==> config.mk <==
export PLATFORM = sky130hd
export DESIGN_NAME = mem_port_arbiter
export DESIGN_NICKNAME = d
export VERILOG_FILES = /design/src/rtl/mem_port_arbiter.sv
export SDC_FILE = /design/constraint.sdc
export NUM_CORES = 1
export LEC_CHECK = 0
export CAP_MARGIN = 20
export CELL_PAD_IN_SITES_DETAIL_PLACEMENT = 1
export CELL_PAD_IN_SITES_GLOBAL_PLACEMENT = 1
export CORE_MARGIN = 8
export CORE_UTILIZATION = 34
export CTS_CLUSTER_DIAMETER = 120
export DETAILED_ROUTE_END_ITERATION = 10
export GPL_ROUTABILITY_DRIVEN = 0
export PLACE_DENSITY = 0.85
export RECOVER_POWER = 100
export SLEW_MARGIN = 20
export SYNTH_ARGS = -nofsm -noshare
export SYNTH_HDL_FRONTEND = slang
export SYNTH_SLANG_ARGS = --single-unit
==> constraint.sdc <==
create_clock -name clk -period 2.5 [get_ports clk]
set_clock_uncertainty 0.2 [all_clocks]
set_input_delay 0.625 -clock clk [delete_from_list [all_inputs] [get_ports clk]]
set_output_delay 0.625 -clock clk [all_outputs]
set_load 0.05 [all_outputs]
==> src/rtl/mem_port_arbiter.sv <==
// rtl/mem_port_arbiter.sv - shares one memory port between IF and LS with a response watchdog
// Optional: define MEM_ARB_STARVE_GUARD_EN to bound consecutive LS grants while IF is waiting.
module mem_port_arbiter #(
   parameter int TIMEOUT      = 64,
   parameter int STARVE_LIMIT = 4
) (
   input  logic        clk,
   input  logic        rst,
   input  logic        if_req,
   input  logic [7:0]  if_addr,
   output logic [15:0] if_data,
   output logic        if_valid,
   input  logic        ls_req,
   input  logic        ls_we,
   input  logic [7:0]  ls_addr,
   input  logic [15:0] ls_wdata,
   output logic [15:0] ls_rdata,
   output logic        ls_valid,
   output logic        mem_req,
   output logic        mem_we,
   output logic [7:0]  mem_addr,
   output logic [15:0] mem_wdata,
   input  logic [15:0] mem_rdata,
   input  logic        mem_ready,
   output logic        err,
   output logic        owner,
   output logic        busy
);

   typedef enum logic [1:0] {IDLE, ACCESS, RESPOND} state_t;

   state_t     state, state_n;
   logic [7:0] wd;
   logic       abort;
   logic       grant_ls, grant_if, done_ok, done_to;
   logic       force_if;

`ifdef MEM_ARB_STARVE_GUARD_EN
   logic [3:0] starve;

   // Once LS has won STARVE_LIMIT times in a row against a waiting IF, IF takes the next slot.
   assign force_if = (starve == 4'(STARVE_LIMIT)) && if_req;

   always_ff @(posedge clk) begin
      if (rst)
         starve <= '0;
      else if (grant_if || (grant_ls && !if_req))
         starve <= '0;
      else if (grant_ls && starve != 4'hF)
         starve <= starve + 4'd1;
   end
`else
   assign force_if = 1'b0;
`endif

   always_comb begin
      state_n  = state;
      grant_ls = 1'b0;
      grant_if = 1'b0;
      done_ok  = 1'b0;
      done_to  = 1'b0;
      case (state)
         IDLE: begin
            if (ls_req && !force_if) begin
               grant_ls = 1'b1;
               state_n  = ACCESS;
            end else if (if_req) begin
               grant_if = 1'b1;
               state_n  = ACCESS;
            end
         end
         ACCESS: begin
            // A ready arriving on the expiry edge still counts as success.
            if (mem_ready) begin
               done_ok = 1'b1;
               state_n = RESPOND;
            end else if (wd == 8'(TIMEOUT - 1)) begin
               done_to = 1'b1;
               state_n = RESPOND;
            end
         end
         RESPOND: state_n = IDLE;
         default: state_n = IDLE;
      endcase
   end

   always_ff @(posedge clk) begin
      if (rst)
         state <= IDLE;
      else
         state <= state_n;
   end

   always_ff @(posedge clk) begin
      if (rst) begin
         mem_req   <= 1'b0;
         mem_we    <= 1'b0;
         mem_addr  <= '0;
         mem_wdata <= '0;
         if_data   <= '0;
         ls_rdata  <= '0;
         if_valid  <= 1'b0;
         ls_valid  <= 1'b0;
         err       <= 1'b0;
         busy      <= 1'b0;
         owner     <= 1'b0;
         abort     <= 1'b0;
         wd        <= '0;
      end else begin
         if_valid <= 1'b0;
         ls_valid <= 1'b0;
         err      <= 1'b0;
         if (grant_ls) begin
            mem_req   <= 1'b1;
            busy      <= 1'b1;
            owner     <= 1'b1;
            mem_we    <= ls_we;
            mem_addr  <= ls_addr;
            mem_wdata <= ls_wdata;
         end else if (grant_if) begin
            mem_req  <= 1'b1;
            busy     <= 1'b1;
            owner    <= 1'b0;
            mem_we   <= 1'b0;
            mem_addr <= if_addr;
         end
         if (state == ACCESS && wd != 8'hFF)
            wd <= wd + 8'd1;
         if (done_ok) begin
            mem_req <= 1'b0;
            abort   <= 1'b0;
            if (!owner)
               if_data <= mem_rdata;
            else if (!mem_we)
               ls_rdata <= mem_rdata;
         end
         if (done_to) begin
            mem_req <= 1'b0;
            abort   <= 1'b1;
         end
         if (state == RESPOND) begin
            if_valid <= !owner;
            ls_valid <= owner;
            err      <= abort;
            busy     <= 1'b0;
            wd       <= '0;
         end
      end
   end

endmodule
==> results.toml, run 1 <==
[setup_path]
critPathMaxFanout = 2
crit_family = "buffers and inverters"
critPathSlowestCell = "dlygate4sd3_1"
critPathBufInv = 1
cp.depth = 1
path_cells = "dlygate4sd3_1"
critPathKind = "reg -> out"
endpoint_kind = "output port"
startpoint_type = "register"
max_stage_delay_ps = 910
cp.arrival_ps = 1610
crit_required_ps = 1670
rr_worst_depth = 4

[cts]
cts-resized-gates = 0
clockBufferDepth = 2
cts_tree = "done"
cts_sinks = 74
cts_setup_buffers = 0
worst_skew_pair.late_latency_ps = 350
numCtsBuffers = 9
hold_buffers = 0
htree_levels = 3
root_buffer = "clkbuf_8"
clk_pin_slew_worst_paths_ps = 90

[place]
dpl_cell_area_um2 = 4240
io_buffers = 116
dp_hpwl_um = 7380
pre_cts_slack_ps = 230

[cells_and_area]
finish.utilization_pct = 50.9
diodes = 0
fin_area_um2 = 4410
nets = 516
synthToLayoutAreaGrowth_pct = 46.2
drive_gt1_share_pct = 7.73

[logic_synthesis]
netlist.area_leader.share_pct = 49.1
yosysMostFrequentCell = "nand2_1"
yosysTopAreaCell = "dfxtp_1"
yosys_register_bits = 74
ys_types = 43
synth_top_cells_by_count = "nand2_1, dfxtp_1, a21oi_1"
synthArstFlopShare_pct = 0
syn-num-nets = 408
synth_edf_count = 0
ys.flop_type = "dfxtp_1"
synthesis.area_um2 = 3020
ys_warn_count = 0
synthTopCellsByArea = "dfxtp_1, a21oi_1, nand2_1"
ys_seq_area_share_pct = 49.1
syn_avg_cell_area_um2 = 8.55
synth_cells = 353

[global_routing]
gr-total-overflow = 0
grt_start_max_net_pins = 30
grt_pass1_wl_um = 15500
grtUsageTotal_pct = 16.3
antenna_found_initial = 0
first_global_vias = 3103

[timing]
slew_viol_final = 0
setup-tns-final_ps = 0
rsz0062_at_grt = "no"
finalHoldViolations = 0
fin_crit_sh_pct = 97.4
setup_violations = 0
slew_headroom_pct = 42.8
final.setup.worst_slack_ps = 64.9
max_slew.worst_pin.slew_ps = 859
fmax_mhz = 411
fin_crit_ps = 2440

[route]
drt_iter0_markers = 71
ant_nets = 0
drt-total-wl_um = 10200
vias_per_cell = 5.24
post-route-drc-count = 0
wl_per_cell_um = 17.7
dr.pass1.iters = 4
vias = 3009

[job]
maxCapViolCount = 0

[floorplan]
die_width_um = 110
initial_core_util_pct = 34.8
boundaryPins = 117
die_area_um2 = 12100
num_rows = 34
chipHeight_um = 110
core-area_um2 = 8680

[worst_hold_path]
whs_path_depth = 2
hold_path_class = "reg -> reg"

[run_status]
run_status = "complete, no violations"

[pwr]
vdd_ir_drop_max_mv = 0.310
p_per_area_nw_per_um2 = 663
leakage_nw = 1.70
power_mw = 2.92
## per-stage QoR
step / std cells / hold WS [ps]
final: 574 / 254
after global routing: 574 / 270
after CTS: 574 / 250
after detailed placement: 558 / 237
after global placement: 558 / 236
after floorplan: 353 / 218
## sequential cells by signal, indices dropped and copies added (netlist names), 2 cells and up
name / cells
if_data: 16
ls_rdata: 16
state: 2
mem_wdata: 16
mem_addr: 8
wd: 8
## cell type report
class / instances / area, µm²
Clock buffer: 10 / 138
Clock inverter: 6 / 66.3
Fill cell: 1033 / 4270
Inverter: 4 / 15.0
Multi-Input combinational cell: 245 / 1330
Sequential cell: 74 / 1480
Tap cell: 108 / 135
Timing Repair Buffer: 127 / 1250
## metal layers
layer / global-route usage (%) / wire length, µm
met5: 0 / 0
met4: 8.56 / 264
met3: 5.06 / 662
met2: 27.4 / 5150
met1: 18.3 / 4090
## cell usage in the layout (no fill, tap or decap), types with 4 or more instances in the layout
| master | n |
|---|---|
| nand3_1 | 16 |
| clkdlybuf4s50_1 | 59 |
| nand2_1 | 78 |
| a31oi_1 | 4 |
| dlygate4sd3_1 | 55 |
| dfxtp_1 | 74 |
| a311oi_1 | 8 |
| buf_4 | 7 |
| nor3_1 | 6 |
| nor2_1 | 4 |
| a21oi_1 | 62 |
| inv_1 | 4 |
| clkbuf_8 | 10 |
| nand3b_1 | 4 |
| o21ai_0 | 18 |
## worst paths after layout
check / from / endpoint / slack, ps
min: abort / err / 250
max: ls_rdata[6] / ls_rdata[6] / 60
max reg2reg: state[1] / if_data[14] / 400
min reg2reg: abort / err / 250
## where the power goes
part	internal (mW)	leakage (nW)	switching (mW)	total (mW)
registers	1.25	0.603	0.0492	1.29
clock network	0.488	0.0945	0.471	0.958
logic	0.247	1.01	0.425	0.672
## cells by family (layout without fill, tap and decap cells)
group	count (synthesis)	after routing	synth area share [%]
compound gates	103	103	20.0
flops	74	74	49.1
mux	3	3	0.995
simple gates	138	138	23.2
buf+inv	34	147	6.34
fa+ha+maj	1	1	0.415
Note: power is estimated with default switching activity, not from simulation.
==> inputs of run 2 (changes only) <==
ABC_AREA = 1   (was unset)
CORE_UTILIZATION = 33   (was 34)
==> run 2 against run 1 <==
Register-to-register slack gained 140 ps; cell count grew 5.2%; critical path type unchanged; clock power shrank 4.8%.
==> results.toml, run 2 <==
[run_status]
run_status = "complete, no violations"

[route]
drt_iter0_markers = 83
post-route-drc-count = 0
vias_per_cell = 4.75
drt-total-wl_um = 9270
ant_nets = 0
wl_per_cell_um = 15.3
vias = 2866
dr.pass1.iters = 4

[pwr]
leakage_nw = 1.79
p_per_area_nw_per_um2 = 675
power_mw = 2.88
vdd_ir_drop_max_mv = 0.268

[logic_synthesis]
ys.flop_type = "dfxtp_1"
yosysTopAreaCell = "dfxtp_1"
synth_top_cells_by_count = "nor2_1, dfxtp_1, nand2_1"
ys_seq_area_share_pct = 50.5
synthArstFlopShare_pct = 0
yosysMostFrequentCell = "nor2_1"
yosys_register_bits = 74
synth_edf_count = 0
syn_avg_cell_area_um2 = 7.81
ys_warn_count = 0
syn-num-nets = 431
synthesis.area_um2 = 2940
netlist.area_leader.share_pct = 50.5
synthTopCellsByArea = "dfxtp_1, nor2_1, nand2_1"
synth_cells = 376
ys_types = 27

[cts]
hold_buffers = 0
root_buffer = "clkbuf_8"
clk_pin_slew_worst_paths_ps = 80
numCtsBuffers = 9
clockBufferDepth = 2
cts_setup_buffers = 0
cts_sinks = 74
htree_levels = 3
worst_skew_pair.late_latency_ps = 330
cts_tree = "done"
cts-resized-gates = 0

[job]
maxCapViolCount = 0

[cells_and_area]
top_regs = "if_data (16), ls_rdata (16), mem_wdata (16)"
nets = 546
finish.utilization_pct = 49.3
final_cell_mix = "nor2_1, dfxtp_1, clkdlybuf4s50_1, dlygate4sd3_1, o21ai_0"
synthToLayoutAreaGrowth_pct = 45.6
fillers = 1084
drive_gt1_share_pct = 5.86
fin_area_um2 = 4270
final_common_cell = "nor2_1"

[setup_path]
crit_family = "buffers and inverters"
critPathKind = "reg -> out"
critPathBufInv = 1
startpoint_type = "register"
critPathSlowestCell = "dlygate4sd3_1"
max_stage_delay_ps = 890
cp.arrival_ps = 1580
path_cells = "dlygate4sd3_1"
endpoint_kind = "output port"
critPathMaxFanout = 2
crit_required_ps = 1670

[global_routing]
grt_start_max_net_pins = 35
grt_pass1_wl_um = 14600
grtUsageTotal_pct = 15.2
antenna_found_initial = 1
gr-total-overflow = 0
first_global_vias = 3051

[place]
dp_hpwl_um = 7140
io_buffers = 116
dpl_cell_area_um2 = 4140

[timing]
setup-tns-final_ps = 0
hold_ws_ps = 236
rsz0062_at_grt = "no"
fin_crit_ps = 2400
fmax_mhz = 416
max_slew.worst_pin.slew_ps = 671
setup_violations = 0
finalHoldViolations = 0
slew_viol_final = 0
fin_crit_sh_pct = 96.2
slew_headroom_pct = 55.5

[worst_hold_path]
hold_path_class = "reg -> reg"

[floorplan]
num_rows = 34
core-area_um2 = 8680
die_width_um = 110
boundaryPins = 117
die_area_um2 = 12200
initial_core_util_pct = 33.8
chipHeight_um = 110
-- run 2: through the flow --
step	instances	setup slack (ps)
6_report	604	96.0
5_1_grt	604	46.7
4_1_cts	603	136
3_5_place_dp	588	253
3_3_place_gp	588	293
2_1_floorplan	376	770
-- run 2: path summary, 6_finish.rpt --
check,startpoint,endpoint,slack [ps],depth (start not counted)
setup / recovery,if_data[4],if_data[4],100,1
hold / removal,abort,err,240,2
setup reg to reg,wd[0],wd[7],540,8
hold reg to reg,abort,err,240,2
-- run 2: power by group --
group          total (mW)  internal [mW]  leakage [nW]  switching (mW)
clock network       0.912          0.479        0.0942           0.433
logic               0.675          0.231          1.09           0.444
registers            1.30           1.25         0.605          0.0432
total                2.88           1.96          1.79           0.920
-- run 2: kinds of logic after synthesis --
logic type      count (synthesis)  share of synthesized area, %
simple gates                  179                          26.5
xor+xnor                        1                         0.298
fa+ha+maj                       1                         0.426
buf+inv                        44                          8.35
compound gates                 77                          13.9
flops                          74                          50.5
-- run 2: routing by layer --
layer  up-vias  wire length, µm  GRT usage (%)
met5         -                0              0
met4         0              106           6.66
met3         7              860           4.65
met2        93             4390           25.4
met1      1327             3910           17.7
li1       1439                -              -
-- run 2: layout make-up --
type                            instances  area, µm²  area share (%)
Antenna cell                            1       2.50          0.0585
Multi-Input combinational cell        258       1170            27.5
Clock buffer                           10        138            3.22
Clock inverter                          5       55.1            1.29
Inverter                               28        115            2.69
Timing Repair Buffer                  120       1170            27.4
Tap cell                              108        135            3.16
Sequential cell                        74       1480            34.7
